--- config.mk ---
export PLATFORM = sky130hd
export DESIGN_NAME = byte_serial_alu
export DESIGN_NICKNAME = d
export VERILOG_FILES = /design/src/rtl/alu_pkg.sv /design/src/rtl/shift_add_mul.sv /design/src/rtl/byte_serial_alu.sv
export SDC_FILE = /design/constraint.sdc
export NUM_CORES = 1
export LEC_CHECK = 0
export CORE_ASPECT_RATIO = 2
export CORE_MARGIN = 4
export CORE_UTILIZATION = 45
export CTS_CLUSTER_DIAMETER = 40
export DETAILED_ROUTE_END_ITERATION = 12
export PLACE_DENSITY = 0.71
export SKIP_CTS_REPAIR_TIMING = 1
export SYNTH_ARGS = -nofsm -noshare
export SYNTH_HDL_FRONTEND = slang
export SYNTH_HIERARCHICAL = 1
export SYNTH_SLANG_ARGS = --single-unit
--- constraint.sdc ---
create_clock -name clk -period 8.7 [get_ports clk]
set_input_delay 1.74 -clock clk [delete_from_list [all_inputs] [get_ports clk]]
set_output_delay 1.74 -clock clk [all_outputs]
set_load 0.01 [all_outputs]
--- src/rtl/alu_pkg.sv ---
// Shared types and constants for the byte-serial ALU.
// Optional multiplier support is selected with the ALU_MUL_EN macro.
package alu_pkg;

    localparam int OPCODE_W = 4;

    // Bit positions inside the 5-bit flags bus {err, negative, zero, overflow, carry}
    localparam int FLAG_C = 0;
    localparam int FLAG_V = 1;
    localparam int FLAG_Z = 2;
    localparam int FLAG_N = 3;
    localparam int FLAG_E = 4;

    typedef enum logic [OPCODE_W-1:0] {
        OP_ADD  = 4'd0,
        OP_SUB  = 4'd1,
        OP_AND  = 4'd2,
        OP_OR   = 4'd3,
        OP_XOR  = 4'd4,
        OP_SLL  = 4'd5,
        OP_SRL  = 4'd6,
        OP_SRA  = 4'd7,
        OP_MUL  = 4'd8,
        OP_SLT  = 4'd9,
        OP_SLTU = 4'd10
    } opcode_e;

    typedef enum logic [2:0] {
        ST_IDLE   = 3'd0,
        ST_LOAD_A = 3'd1,
        ST_LOAD_B = 3'd2,
        ST_EXEC   = 3'd3,
`ifdef ALU_MUL_EN
        ST_MUL    = 3'd4,
`endif
        ST_OUT    = 3'd5
    } state_e;

    // Signed overflow of a + b: operands agree in sign, result does not
    function automatic logic add_ovf(input logic a_msb, input logic b_msb, input logic r_msb);
        return (a_msb == b_msb) && (r_msb != a_msb);
    endfunction

    // Signed overflow of a - b: operands differ in sign, result sign differs from a
    function automatic logic sub_ovf(input logic a_msb, input logic b_msb, input logic r_msb);
        return (a_msb != b_msb) && (r_msb != a_msb);
    endfunction

endpackage

--- src/rtl/shift_add_mul.sv ---
// Iterative unsigned shift-add multiplier: one partial product per cycle.
// done pulses exactly WIDTH cycles after start; start restarts any
// computation in flight. Only built when ALU_MUL_EN is defined.
`ifdef ALU_MUL_EN
module shift_add_mul #(
    parameter int WIDTH = 16
) (
    input  logic                 clk,
    input  logic                 rst,
    input  logic                 start,
    input  logic [WIDTH-1:0]     a,
    input  logic [WIDTH-1:0]     b,
    output logic                 done,
    output logic [2*WIDTH-1:0]   product
);

    localparam int CW = $clog2(WIDTH);

    logic [2*WIDTH-1:0] p_q, p_d;
    logic [WIDTH-1:0]   a_q, a_d;
    logic [CW-1:0]      cnt_q, cnt_d;
    logic               run_q, run_d;
    logic               done_q, done_d;

    // One iteration: conditionally add multiplicand to upper half, then shift right
    function automatic logic [2*WIDTH-1:0] mul_step(input logic [2*WIDTH-1:0] p,
                                                    input logic [WIDTH-1:0]   m);
        logic [WIDTH:0] upper;
        upper = {1'b0, p[2*WIDTH-1:WIDTH]} + (p[0] ? {1'b0, m} : {(WIDTH+1){1'b0}});
        return {upper, p[WIDTH-1:1]};
    endfunction

    // Next-state: first iteration happens on the start edge, the rest while running
    always_comb begin
        p_d    = p_q;
        a_d    = a_q;
        cnt_d  = cnt_q;
        run_d  = run_q;
        done_d = 1'b0;
        if (start) begin
            p_d   = mul_step({{WIDTH{1'b0}}, b}, a);
            a_d   = a;
            cnt_d = CW'(1);
            run_d = 1'b1;
        end else if (run_q) begin
            p_d   = mul_step(p_q, a_q);
            cnt_d = cnt_q + CW'(1);
            if (cnt_q == CW'(WIDTH - 1)) begin
                run_d  = 1'b0;
                done_d = 1'b1;
            end else begin
                run_d  = 1'b1;
            end
        end else begin
            run_d = 1'b0;
        end
    end

    // Multiplier state registers
    always_ff @(posedge clk or posedge rst) begin
        if (rst) begin
            p_q    <= {(2*WIDTH){1'b0}};
            a_q    <= {WIDTH{1'b0}};
            cnt_q  <= {CW{1'b0}};
            run_q  <= 1'b0;
            done_q <= 1'b0;
        end else begin
            p_q    <= p_d;
            a_q    <= a_d;
            cnt_q  <= cnt_d;
            run_q  <= run_d;
            done_q <= done_d;
        end
    end

    assign done    = done_q;
    assign product = p_q;

endmodule
`endif

--- src/rtl/byte_serial_alu.sv ---
// Byte-serial multi-cycle ALU: opcode byte, then A and B (LSB first) in,
// result bytes (LSB first) plus flags out over valid/ready streams.
// Define ALU_MUL_EN to add the iterative multiplier for opcode 8.
module byte_serial_alu
    import alu_pkg::*;
#(
    parameter int WIDTH = 16
) (
    input  logic       clk,
    input  logic       rst,
    input  logic       abort,
    input  logic       in_valid,
    output logic       in_ready,
    input  logic [7:0] in_data,
    output logic       out_valid,
    input  logic       out_ready,
    output logic [7:0] out_data,
    output logic       out_last,
    output logic [4:0] flags,
    output logic       busy
);

    localparam int NB  = WIDTH / 8;
    localparam int SHW = $clog2(WIDTH);
    localparam int CW  = (NB > 1) ? $clog2(NB) : 1;

    state_e               state_q, state_d;
    logic [CW-1:0]        cnt_q, cnt_d;
    logic [OPCODE_W-1:0]  op_q, op_d;
    logic [WIDTH-1:0]     a_q, a_d;
    logic [WIDTH-1:0]     b_q, b_d;
    logic [WIDTH-1:0]     res_q, res_d;
    logic                 in_ready_q, in_ready_d;
    logic                 out_valid_q, out_valid_d;
    logic [7:0]           out_data_q, out_data_d;
    logic                 out_last_q, out_last_d;
    logic [4:0]           flags_q, flags_d;
    logic                 busy_q, busy_d;

    logic                 in_fire_s;
    logic                 out_fire_s;
    logic                 load_out_s;
    logic [WIDTH-1:0]     alu_res_s;
    logic [4:0]           alu_flags_s;
    logic [WIDTH:0]       sum_s;
    logic [WIDTH:0]       diff_s;
    logic [SHW-1:0]       shamt_s;
    logic [WIDTH+7:0]     a_shift_s;
    logic [WIDTH+7:0]     b_shift_s;
    logic [WIDTH-1:0]     res_shift_s;

    // abort masks acceptance in the same cycle it is raised
    assign in_ready   = in_ready_q & ~abort;
    assign out_valid  = out_valid_q;
    assign out_data   = out_data_q;
    assign out_last   = out_last_q;
    assign flags      = flags_q;
    assign busy       = busy_q;

    assign in_fire_s  = in_valid & in_ready;
    assign out_fire_s = out_valid_q & out_ready;

    assign sum_s       = {1'b0, a_q} + {1'b0, b_q};
    assign diff_s      = {1'b0, a_q} - {1'b0, b_q};
    assign shamt_s     = b_q[SHW-1:0];
    assign a_shift_s   = {in_data, a_q};
    assign b_shift_s   = {in_data, b_q};
    assign res_shift_s = res_q >> 4'd8;

`ifdef ALU_MUL_EN
    logic                 mul_start_s;
    logic                 mul_done_s;
    logic [2*WIDTH-1:0]   mul_prod_s;

    assign mul_start_s = (state_q == ST_EXEC) && (op_q == OP_MUL) && !abort;

    shift_add_mul #(
        .WIDTH (WIDTH)
    ) u_mul (
        .clk     (clk),
        .rst     (rst),
        .start   (mul_start_s),
        .a       (a_q),
        .b       (b_q),
        .done    (mul_done_s),
        .product (mul_prod_s)
    );
`endif

    // Result and flag computation from the latched opcode and operands
    always_comb begin
        alu_res_s   = {WIDTH{1'b0}};
        alu_flags_s = 5'b00000;
        case (op_q)
            OP_ADD: begin
                alu_res_s           = sum_s[WIDTH-1:0];
                alu_flags_s[FLAG_C] = sum_s[WIDTH];
                alu_flags_s[FLAG_V] = add_ovf(a_q[WIDTH-1], b_q[WIDTH-1], sum_s[WIDTH-1]);
            end
            OP_SUB: begin
                alu_res_s           = diff_s[WIDTH-1:0];
                alu_flags_s[FLAG_C] = diff_s[WIDTH];
                alu_flags_s[FLAG_V] = sub_ovf(a_q[WIDTH-1], b_q[WIDTH-1], diff_s[WIDTH-1]);
            end
            OP_AND:  alu_res_s = a_q & b_q;
            OP_OR:   alu_res_s = a_q | b_q;
            OP_XOR:  alu_res_s = a_q ^ b_q;
            OP_SLL:  alu_res_s = a_q << shamt_s;
            OP_SRL:  alu_res_s = a_q >> shamt_s;
            OP_SRA:  alu_res_s = $unsigned($signed(a_q) >>> shamt_s);
            OP_SLT:  alu_res_s = {{(WIDTH-1){1'b0}}, ($signed(a_q) < $signed(b_q))};
            OP_SLTU: alu_res_s = {{(WIDTH-1){1'b0}}, (a_q < b_q)};
`ifdef ALU_MUL_EN
            OP_MUL: begin
                alu_res_s           = mul_prod_s[WIDTH-1:0];
                alu_flags_s[FLAG_C] = |mul_prod_s[2*WIDTH-1:WIDTH];
            end
`endif
            default: begin
                alu_res_s           = {WIDTH{1'b0}};
                alu_flags_s[FLAG_E] = 1'b1;
            end
        endcase
        alu_flags_s[FLAG_Z] = (alu_res_s == {WIDTH{1'b0}});
        alu_flags_s[FLAG_N] = alu_res_s[WIDTH-1];
    end

    // Frame sequencing: load opcode/A/B, execute, stream the result out
    always_comb begin
        state_d     = state_q;
        cnt_d       = cnt_q;
        op_d        = op_q;
        a_d         = a_q;
        b_d         = b_q;
        res_d       = res_q;
        out_valid_d = out_valid_q;
        out_data_d  = out_data_q;
        out_last_d  = out_last_q;
        flags_d     = flags_q;
        load_out_s  = 1'b0;

        if (abort) begin
            state_d     = ST_IDLE;
            cnt_d       = {CW{1'b0}};
            op_d        = {OPCODE_W{1'b0}};
            a_d         = {WIDTH{1'b0}};
            b_d         = {WIDTH{1'b0}};
            res_d       = {WIDTH{1'b0}};
            out_valid_d = 1'b0;
            out_data_d  = 8'h00;
            out_last_d  = 1'b0;
            flags_d     = 5'b00000;
        end else begin
            case (state_q)
                ST_IDLE: begin
                    if (in_fire_s) begin
                        op_d    = in_data[OPCODE_W-1:0];
                        cnt_d   = {CW{1'b0}};
                        state_d = ST_LOAD_A;
                    end else begin
                        state_d = ST_IDLE;
                    end
                end
                ST_LOAD_A: begin
                    if (in_fire_s) begin
                        a_d = a_shift_s[WIDTH+7:8];
                        if (cnt_q == CW'(NB - 1)) begin
                            cnt_d   = {CW{1'b0}};
                            state_d = ST_LOAD_B;
                        end else begin
                            cnt_d   = cnt_q + CW'(1);
                        end
                    end else begin
                        state_d = ST_LOAD_A;
                    end
                end
                ST_LOAD_B: begin
                    if (in_fire_s) begin
                        b_d = b_shift_s[WIDTH+7:8];
                        if (cnt_q == CW'(NB - 1)) begin
                            cnt_d   = {CW{1'b0}};
                            state_d = ST_EXEC;
                        end else begin
                            cnt_d   = cnt_q + CW'(1);
                        end
                    end else begin
                        state_d = ST_LOAD_B;
                    end
                end
                ST_EXEC: begin
`ifdef ALU_MUL_EN
                    if (op_q == OP_MUL) begin
                        state_d = ST_MUL;
                    end else begin
                        load_out_s = 1'b1;
                    end
`else
                    load_out_s = 1'b1;
`endif
                end
`ifdef ALU_MUL_EN
                ST_MUL: begin
                    if (mul_done_s) begin
                        load_out_s = 1'b1;
                    end else begin
                        state_d = ST_MUL;
                    end
                end
`endif
                ST_OUT: begin
                    if (out_fire_s) begin
                        if (out_last_q) begin
                            state_d     = ST_IDLE;
                            cnt_d       = {CW{1'b0}};
                            out_valid_d = 1'b0;
                            out_data_d  = 8'h00;
                            out_last_d  = 1'b0;
                            flags_d     = 5'b00000;
                        end else begin
                            res_d       = res_shift_s;
                            out_data_d  = res_shift_s[7:0];
                            cnt_d       = cnt_q + CW'(1);
                            out_last_d  = ((cnt_q + CW'(1)) == CW'(NB - 1));
                        end
                    end else begin
                        state_d = ST_OUT;
                    end
                end
                default: begin
                    state_d = ST_IDLE;
                    cnt_d   = {CW{1'b0}};
                end
            endcase

            if (load_out_s) begin
                state_d     = ST_OUT;
                cnt_d       = {CW{1'b0}};
                res_d       = alu_res_s;
                out_data_d  = alu_res_s[7:0];
                out_last_d  = (NB == 1);
                out_valid_d = 1'b1;
                flags_d     = alu_flags_s;
            end else begin
                res_d = res_d;
            end
        end

        in_ready_d = !abort && ((state_d == ST_IDLE) || (state_d == ST_LOAD_A) ||
                                (state_d == ST_LOAD_B));
        busy_d     = (state_d != ST_IDLE);
    end

    // State and registered-output flops
    always_ff @(posedge clk or posedge rst) begin
        if (rst) begin
            state_q     <= ST_IDLE;
            cnt_q       <= {CW{1'b0}};
            op_q        <= {OPCODE_W{1'b0}};
            a_q         <= {WIDTH{1'b0}};
            b_q         <= {WIDTH{1'b0}};
            res_q       <= {WIDTH{1'b0}};
            in_ready_q  <= 1'b0;
            out_valid_q <= 1'b0;
            out_data_q  <= 8'h00;
            out_last_q  <= 1'b0;
            flags_q     <= 5'b00000;
            busy_q      <= 1'b0;
        end else begin
            state_q     <= state_d;
            cnt_q       <= cnt_d;
            op_q        <= op_d;
            a_q         <= a_d;
            b_q         <= b_d;
            res_q       <= res_d;
            in_ready_q  <= in_ready_d;
            out_valid_q <= out_valid_d;
            out_data_q  <= out_data_d;
            out_last_q  <= out_last_d;
            flags_q     <= flags_d;
            busy_q      <= busy_d;
        end
    end

endmodule
# Word-level counts from Yosys, hierarchy flattened
# Cells that the tools add are included.
# Widths: inputs -> output; s select.
dict set report word_totals {
  regBits 73
  inputBits 13
  out_inout_bits 17
}
dict set report op_classes {
  add_sub_neg 3
  n_lt_le_gt_ge 2
  eq_ne 24
  n_shift 3
  n_mux 55
  n_bitwise 7
  reduce_logical 27
}
# cell count
set ops {}
lappend ops {{$mux 16} 11}
lappend ops {{$pmux 16 s10} 1}
lappend ops {{$mux 8} 5}
lappend ops {{$lt 16x16->1} 2}
lappend ops {{$mux 5} 5}
lappend ops {{$mux 3} 8}
lappend ops {{$mux 1} 19}
lappend ops {{$add 16x16->17} 1}
lappend ops {{$sub 16x16->17} 1}
lappend ops {{$and 16x16->16} 1}
lappend ops {{$eq 4x3->1 const B} 4}
lappend ops {{$logic_not 16->1} 1}
lappend ops {{$or 16x16->16} 1}
lappend ops {{$shl 16x4->16} 1}
lappend ops {{$shr 16x4->16} 1}
lappend ops {{$sshr 16x4->16} 1}
lappend ops {{$xor 16x16->16} 1}
lappend ops {{$pmux 3 s5} 1}
lappend ops {{$mux 4} 3}
lappend ops {{$reduce_bool 3->1} 4}
lappend ops {{$reduce_or 10->1} 1}
lappend ops {{$eq 3x2->1 const B} 3}
lappend ops {{$eq 4x2->1 const B} 2}
lappend ops {{$eq 4x4->1 const B} 2}
lappend ops {{24 further kinds} 41}

# Longest topological paths before layout
dict set report depth {
  ltp_word 11
  ltp_mapped 14
  depth_no_buf 13
}

# Worst setup path after synthesis
# No wires, ideal clock.
dict set report synth_timing {
  kind {in2out}
  startpoint {in abort}
  endpoint {out in_ready}
  t_arrival_ns 2.104
  required_ns 6.960
  slack_ns 4.856
  stages 2
  cell_sequence {clkbuf_1 > nor2b_1}
}
dict set report synth_between {
  elab_chain_len 2
}
# item line
set synth_lines {}
lappend synth_lines {{from (decl)} byte_serial_alu.sv:11} ;# input logic abort,
lappend synth_lines {{$not 1->1} byte_serial_alu.sv:53} ;# assign in_ready = in_ready_q & ~abort;
lappend synth_lines {{$and 1x1->1} byte_serial_alu.sv:53}
lappend synth_lines {{to (decl)} byte_serial_alu.sv:13} ;# output logic in_ready,
# No other way between the ends.

# Final worst setup path
# Ends and elaborated chain as after synthesis.

==> results.md <==
| Group | Item | This run |
| --- | --- | --- |
| clock network | CTS buffer count | 9 |
| synth | Synthesized netlist cell count | 863 |
| critical path | Crit-path cells | clkdlybuf4s50_1 > buf_4 > nor2b_1 > clkdlybuf4s50_1 |
| pwr | Psw | 0.000189 W |
| synth | Post-synthesis cell type with the largest combined area | sky130_fd_sc_hd__dfrtp_1 |
| synth | Sequential share of the synthesized area | 22.4% |
| detailed routing | Vias post-DR | 7094 |
| floorplanning | Die Y-Extent | 188 um |
| global route | Wire length of the first global-routing pass | 41400 um |
| pwr | Worst VDD drop | 81.8 uV |
| timing | Number of pins exceeding their max-slew limit in the final report | 0 |
| timing | Clock Skews | 0.00998 ns |
| critical path | Type of element capturing the critical path | primary output |
| floorplanning | Die width | 97.8 um |
| placed design | Weighted congestion reported at the end of routability-driven placement | 1.00 |
| synth | Post-synth EDFFs | 0 |
| synth | Synth warnings | 6 |
| timing | Peak clock frequency supported by timing | 202 MHz |
| synth | Cell types occupying the most area after synthesis | sky130_fd_sc_hd__dfrtp_1 (22%), sky130_fd_sc_hd__ha_1 (9.5%), sky130_fd_sc_hd__mux4_2 (7.4%), sky130_fd_sc_hd__nand2_1 (6.4%), sky130_fd_sc_hd__a21oi_1 (4.3%) |
| pwr | Sequential share of power | 41.5% |
| timing | Final cycle utilization of the critical path | 56.9% |
| synth | Mean area per synthesized cell | 8.41 um^2 |
| cells and area | Layout cells sized above 1 | 11.2% |
| detailed routing | Post-detailed-route DRC marker count | 0 |
| pwr | Pwr/cell area | 95.2 nW/um^2 |
| global route | Grt ovf | 0 |
| timing | Worst slew slack as a fraction of its limit | 24.6% |
| timing | Final Hold Vio Count | 0 |
| timing | Total negative setup slack | 0 ns |
| run status | Run status | complete, no violations |
| floorplanning | Starting density of the core | 46.0% |
| cells and area | Final non-filler cell total | 1059 |
| pwr | Relative contribution of the clock network to total power | 50.8% |
| clock network | Clock tree from TritonCTS | yes |
| placed design | Post-detail-place hpwl | 20200 um |
| hold path | Worst min-delay path class | reg2reg |
| detailed routing | Antenna-violating nets left | 0 |
| synth | Library cells used by synthesis | 90 |
| clock network | Clock latency on the worst-skew pair | 0.34 ns |
| clock network | Number of levels the H-tree was split into | 3 |
| floorplanning | Placement Rows | 65 |
| pwr | Comb pwr share | 7.7% |
| floorplanning | Die Area | 18400 um^2 |
| pwr | Reported leakage power | 3.01 nW |
| timing | Slew @ Worst Pin | 1.12 ns |
| cells and area | Area delta synth->final | 7.29% |
| critical path | Largest incremental delay on the critical path | 0.50 ns |
| detailed routing | Total iterations of the first detailed-routing run | 5 |
| clock network | Root buffer selected by CTS | sky130_fd_sc_hd__clkbuf_16 |
| synth | Dominant synthesized flop cell | sky130_fd_sc_hd__dfrtp_1 |
| timing | Minimum clock period after layout | 4.95 ns |
| synth | Top-area cell type share of the netlist area | 22.4% |
| detailed routing | Via density per instance | 6.70 |
| critical path | Maximum fanout encountered on the critical timing path | 43 |
| pwr | Switching part of the total power | 25.5% |
| detailed routing | 1st-iter DRT viols | 674 |
| detailed routing | Total length of routed wires | 26700 um |
| critical path | Worst Path Required | 6.96 ns |
| critical path | Startpoint of the most critical register-to-register path | b_q[0] |
| synth | Ys async rst share | 100% |
| timing | Unrepaired setup endpoints after global routing | false |
| timing | Number of setup violations in the final report | 0 |
| clock network | Sink Count | 65 |
| placed design | Cells after DPL | 1043 |
| critical path | Critical Path Most Common Cell | sky130_fd_sc_hd__clkdlybuf4s50_1 |
| synth | Synth Cell Area | 7260 um^2 |
| critical path | Worst Setup SP | abort |
| run | Max Cap Viol | 0 |
| critical path | Critical path data arrival time | 3.21 ns |
| pwr | Internal power contribution | 0.000553 W |
| global route | Initial antenna violation count | 0 |
| critical path | Critical-path cell with the highest stage delay | sky130_fd_sc_hd__clkdlybuf4s50_1 |
| synth | Flop and latch count out of synthesis | 65 |
| global route | Vias in the first global route | 7033 |
| floorplanning | Std-Cell Core Area | 15800 um^2 |
| cells and area | Number of nets in the finished design | 923 |
| critical path | Crit path kind | in2out |
| cells and area | Antenna cells | 0 |
| floorplanning | Ports | 30 |
| clock network | Max Root-Sink Buffers | 2 |
| global route | Maximum number of pins on one net before global-route repair | 66 |
| placed design | Count of buffers inserted at the top-level ports | 29 |
| clock network | Clk pin slew, worst setup/hold paths | 0.06 ns |
| global route | Global router's overall resource usage | 29.1% |
| synth | Synth Net Count | 933 |
| hold path | Source of the worst hold timing path | flags[4] |
| critical path | Critical path launch point type | input pin |
| detailed routing | WL/cell | 25.2 um |
==> kinds of logic (layout without fill, tap and decap cells) <==
| logic type | count (synthesis) | after routing | share of synthesized area, % |
|---|---|---|---|
| adders and majority gates | 57 | 57 | 10.0 |
| DFF | 65 | 65 | 22.4 |
| buffers and inverters | 112 | 107 | 8.60 |
| AOI/OAI and AO/OA | 256 | 256 | 24.9 |
| and+or+nand+nor | 318 | 318 | 21.2 |
| muxes | 50 | 50 | 12.3 |
| xor gates and xnor gates | 5 | 5 | 0.603 |
==> state kept, by name, indices dropped and copies added, names as in the netlist <==
name	cells
out_last	1
a_q	16
out_data	8
in_ready_q	1
b_q	16
res_q	8
busy	1
out_valid	1
state_q	3
flags	5
cnt_q	1
op_q	4
==> synth_stat cells (all sizes together) (8+ instances only) <==
| library cell | n |
|---|---|
| nor3 | 30 |
| o21bai | 9 |
| o21ai | 44 |
| nand3 | 19 |
| nor2 | 68 |
| a21oi | 62 |
| mux4 | 29 |
| nor2b | 14 |
| buf | 18 |
| a22oi | 9 |
| o221ai | 9 |
| clkbuf | 48 |
| o31ai | 8 |
| nand2 | 124 |
| dfrtp | 65 |
| inv | 46 |
| a211oi | 19 |
| ha | 55 |
| o211ai | 11 |
| mux2i | 14 |
==> cell usage in the layout (no fill, tap or decap), types with 7 or more instances in the layout <==
master                            netlist  layout
sky130_fd_sc_hd__a211oi_1              16      16
sky130_fd_sc_hd__a21oi_1               62      62
sky130_fd_sc_hd__a221oi_1               7       7
sky130_fd_sc_hd__a22oi_1                9       9
sky130_fd_sc_hd__buf_4                  2      16
sky130_fd_sc_hd__clkbuf_16              0       9
sky130_fd_sc_hd__clkdlybuf4s50_1        0      29
sky130_fd_sc_hd__dfrtp_1               65      63
sky130_fd_sc_hd__ha_1                  55      55
sky130_fd_sc_hd__inv_1                 46      45
sky130_fd_sc_hd__mux2_2                 7       7
sky130_fd_sc_hd__mux2i_1               14      14
sky130_fd_sc_hd__mux4_2                24      24
sky130_fd_sc_hd__nand2_1              124     124
sky130_fd_sc_hd__nand3_1               19      19
sky130_fd_sc_hd__nor2_1                68      68
sky130_fd_sc_hd__nor2b_1               14      14
sky130_fd_sc_hd__nor3_1                29      28
sky130_fd_sc_hd__o211ai_1              10      10
sky130_fd_sc_hd__o21ai_0               40      40
sky130_fd_sc_hd__o21bai_1               9       9
sky130_fd_sc_hd__o221ai_1               9       9
sky130_fd_sc_hd__o31ai_1                7       7
sky130_fd_sc_hd__or2_2                  7       7
==> cell type report <==
| type | instances | area, um^2 |
|---|---|---|
| clock buffers | 10 | 239 |
| clock inverters | 6 | 66.3 |
| fillers | 1542 | 7990 |
| inverters | 46 | 173 |
| multi-input cells | 686 | 5020 |
| flip-flops and latches | 65 | 1630 |
| well taps | 201 | 251 |
| repair buffers | 45 | 410 |
==> per-stage QoR <==
stage / hold WS, ns / total power [W] / cell area [um^2] / util, % / setup slack, ns
6_report: 0.473 / 0.000742 / 7790 / 49.4 / 3.75
2_1_floorplan: 0.450 / 0.000349 / 7260 / - / 4.86
3_5_place_dp: 0.463 / 0.000370 / 7480 / 47.4 / 3.74
3_3_place_gp: 0.460 / 0.000369 / 7480 / 47.4 / 3.73
5_1_grt: 0.510 / 0.000768 / 7790 / 49.4 / 3.64
4_1_cts: 0.476 / 0.000744 / 7790 / 49.4 / 3.73
==> layer usage <==
metal  track usage (%)  share of wire [%]  vias up
li1                  -                  -     3178
met1              29.9                 34     3435
met2              50.8                 51      348
met3              5.03                5.1      133
met4              23.1                9.9        0
met5                 0                  0        -
==> critical path, delay by kind of cell <==
| kind | cells | cell delay [ns] |
|---|---|---|
| and+or+nand+nor | 1 | 0.12 |
| buffers and inverters | 3 | 1.35 |
==> power by group through the flow <==
stage	clock [W]	sequential (W)	combinational, W
3_5_place_dp	0	0.000313	0.0000567
4_1_cts	0.000379	0.000307	0.0000568
6_report	0.000377	0.000308	0.0000572
5_1_grt	0.000399	0.000308	0.0000619
2_1_floorplan	0	0.000311	0.0000378
3_3_place_gp	0	0.000313	0.0000565
==> path summary, 6_finish.rpt <==
kind / slack, ns / to / cells after the start
min: 0.47 / flags[4] / 2
min reg2reg: 0.47 / flags[4] / 2
min in group asynchronous: 1.97 / op_q[2] / 3
max: 3.75 / in_ready / 4
max reg2reg: 4.55 / flags[2] / 13
max in group asynchronous: 6.16 / b_q[0] / 3
Power figures use the tool's default switching activity.
==> RTL edit, RTL diff (same settings) <==
Encoding of `state_e`: now Gray code (3 bits for 5 states).
--- a/src/rtl/alu_pkg.sv
+++ b/src/rtl/alu_pkg.sv
@@ -28,6 +28,6 @@
     typedef enum logic [2:0] {
-        ST_IDLE   = 3'd0,
-        ST_LOAD_A = 3'd1,
-        ST_LOAD_B = 3'd2,
-        ST_EXEC   = 3'd3,
+        ST_IDLE   = 3'b000,
+        ST_LOAD_A = 3'b001,
+        ST_LOAD_B = 3'b011,
+        ST_EXEC   = 3'b010,
 `ifdef ALU_MUL_EN
@@ -35,3 +35,3 @@
 `endif
-        ST_OUT    = 3'd5
+        ST_OUT    = 3'b110
     } state_e;
Function: no difference found for any inputs over 4 cycles, from zero or initial values and one cycle with rst high; so few cycles prove little.
==> RTL edit against the original RTL <==
Count of clock-buffer cells in the layout is 1 lower; cell area is 0.74% lower; sequential cell count stayed put; die area is 1.0% lower; setup slack worse by 0.050 ns; power is 0.17% higher; area after synthesis is 1.1% lower; via count is 1.1% lower; wire length is 4.0% lower.
==> RTL edit: results (changes against the original RTL) <==
Detailed Route Iter0 Violations 611 (was 674); via count 7019 (was 7094); DRT met1 WL 9200 um (was 9040 um); register area share after synthesis 0.226 (was 0.224); first-pass GRT wire length 39800 um (was 41400 um); met3 WL 1220 um (was 1360 um); Post-Synth XOR/XNOR Area 0.0134 (was 0.00603); Synth Net Count 967 (was 933); R2R depth 14 (was 13); Layout Nets 946 (was 923); post-DP HPWL 19300 um (was 20200 um); vias in the first global route 6891 (was 7033); share of layout cells above drive strength 1 0.0863 (was 0.112); hold slack 0.473 ns (about the same); Reg2Reg Setup Slack 4.40 ns (was 4.55 ns); Post-Synth Adder-Cell Area 0.101 (was 0.100); Worst Tran Pin Value 1.11 ns (was 1.12 ns); Peak VDD IR 0.159 mV (was 0.0818 mV); FILL cells 1525 (was 1542); most instantiated cells after synthesis nand2_1, a21oi_1, nor2_1 (was nand2_1, nor2_1, dfrtp_1); outcome finished, final reports clean (unchanged); Final GP Congestion 1.02 (was 1.00); post-synth cell types 84 (was 90); crit path DAT 3.26 ns (was 3.21 ns); clock skew 0.0102 ns (was 0.00998 ns); all-layer global routing usage 0.280 (was 0.291); mux share of post-synthesis cell area 0.120 (was 0.123); leakage 3.05 nW (was 3.01 nW); compound-gate portion of the synthesized area 0.256 (was 0.249); pre-CTS setup slack 3.70 ns (was 3.74 ns); Met2 Wirelength 13000 um (was 13600 um)
-- RTL edit: per-stage QoR --
step,instance area [um2],utilization,instances,power [mW]
finish,7730,0.493,1082,0.743
global route,7730,0.493,1082,0.768
CTS,7730,0.493,1082,0.748
detailed placement,7430,0.473,1066,0.376
global placement,7430,0.473,1066,0.376
floorplan,7180,-,897,0.350
-- RTL edit: metal layers --
metal	vias up	global-route usage
li1	3230	-
met1	3377	0.302
met2	295	0.483
met3	117	0.0509
met4	0	0.204
met5	-	0
-- RTL edit: power groups by stage --
stage | clock network, mW | registers [mW] | logic [mW]
6_report | 0.371 | 0.310 | 0.0622
5_1_grt | 0.390 | 0.310 | 0.0677
4_1_cts | 0.378 | 0.309 | 0.0614
3_5_place_dp | 0 | 0.315 | 0.0612
3_3_place_gp | 0 | 0.315 | 0.0608
2_1_floorplan | 0 | 0.312 | 0.0386
-- RTL edit: worst paths after layout --
kind	startpoint	end
hold reg to reg	out_data[1]	out_data[1]
setup / recovery	abort	in_ready
min in group asynchronous	rst	out_data[5]
hold / removal	out_data[1]	out_data[1]
max in group asynchronous	rst	b_q[1]
setup reg to reg	b_q[0]	flags[2]
-- RTL edit: area by class of cell --
cell class,count,area [um2],area share
clock buffer,9,225,0.0291
clock inverter,7,77.6,0.0100
inverter,54,203,0.0262
multi-input combinational,705,4970,0.642
sequential,65,1630,0.211
tap,201,251,0.0325
timing repair buffer,41,380,0.0492
-- RTL edit: kinds of logic (layout without fill, tap and decap cells) --
logic type,count (synthesis),count (layout)
simple gates,309,309
fa+ha+maj,57,57
xor+xnor,11,11
flops,65,65
buf+inv,127,111
mux,49,49
compound gates,279,279
-- RTL edit: critical path, stage by stage --
cell and delay (ns):
clkdlybuf4s50_1 0.46, buf_4 0.40, nor2b_1 0.14, clkdlybuf4s50_1 0.51
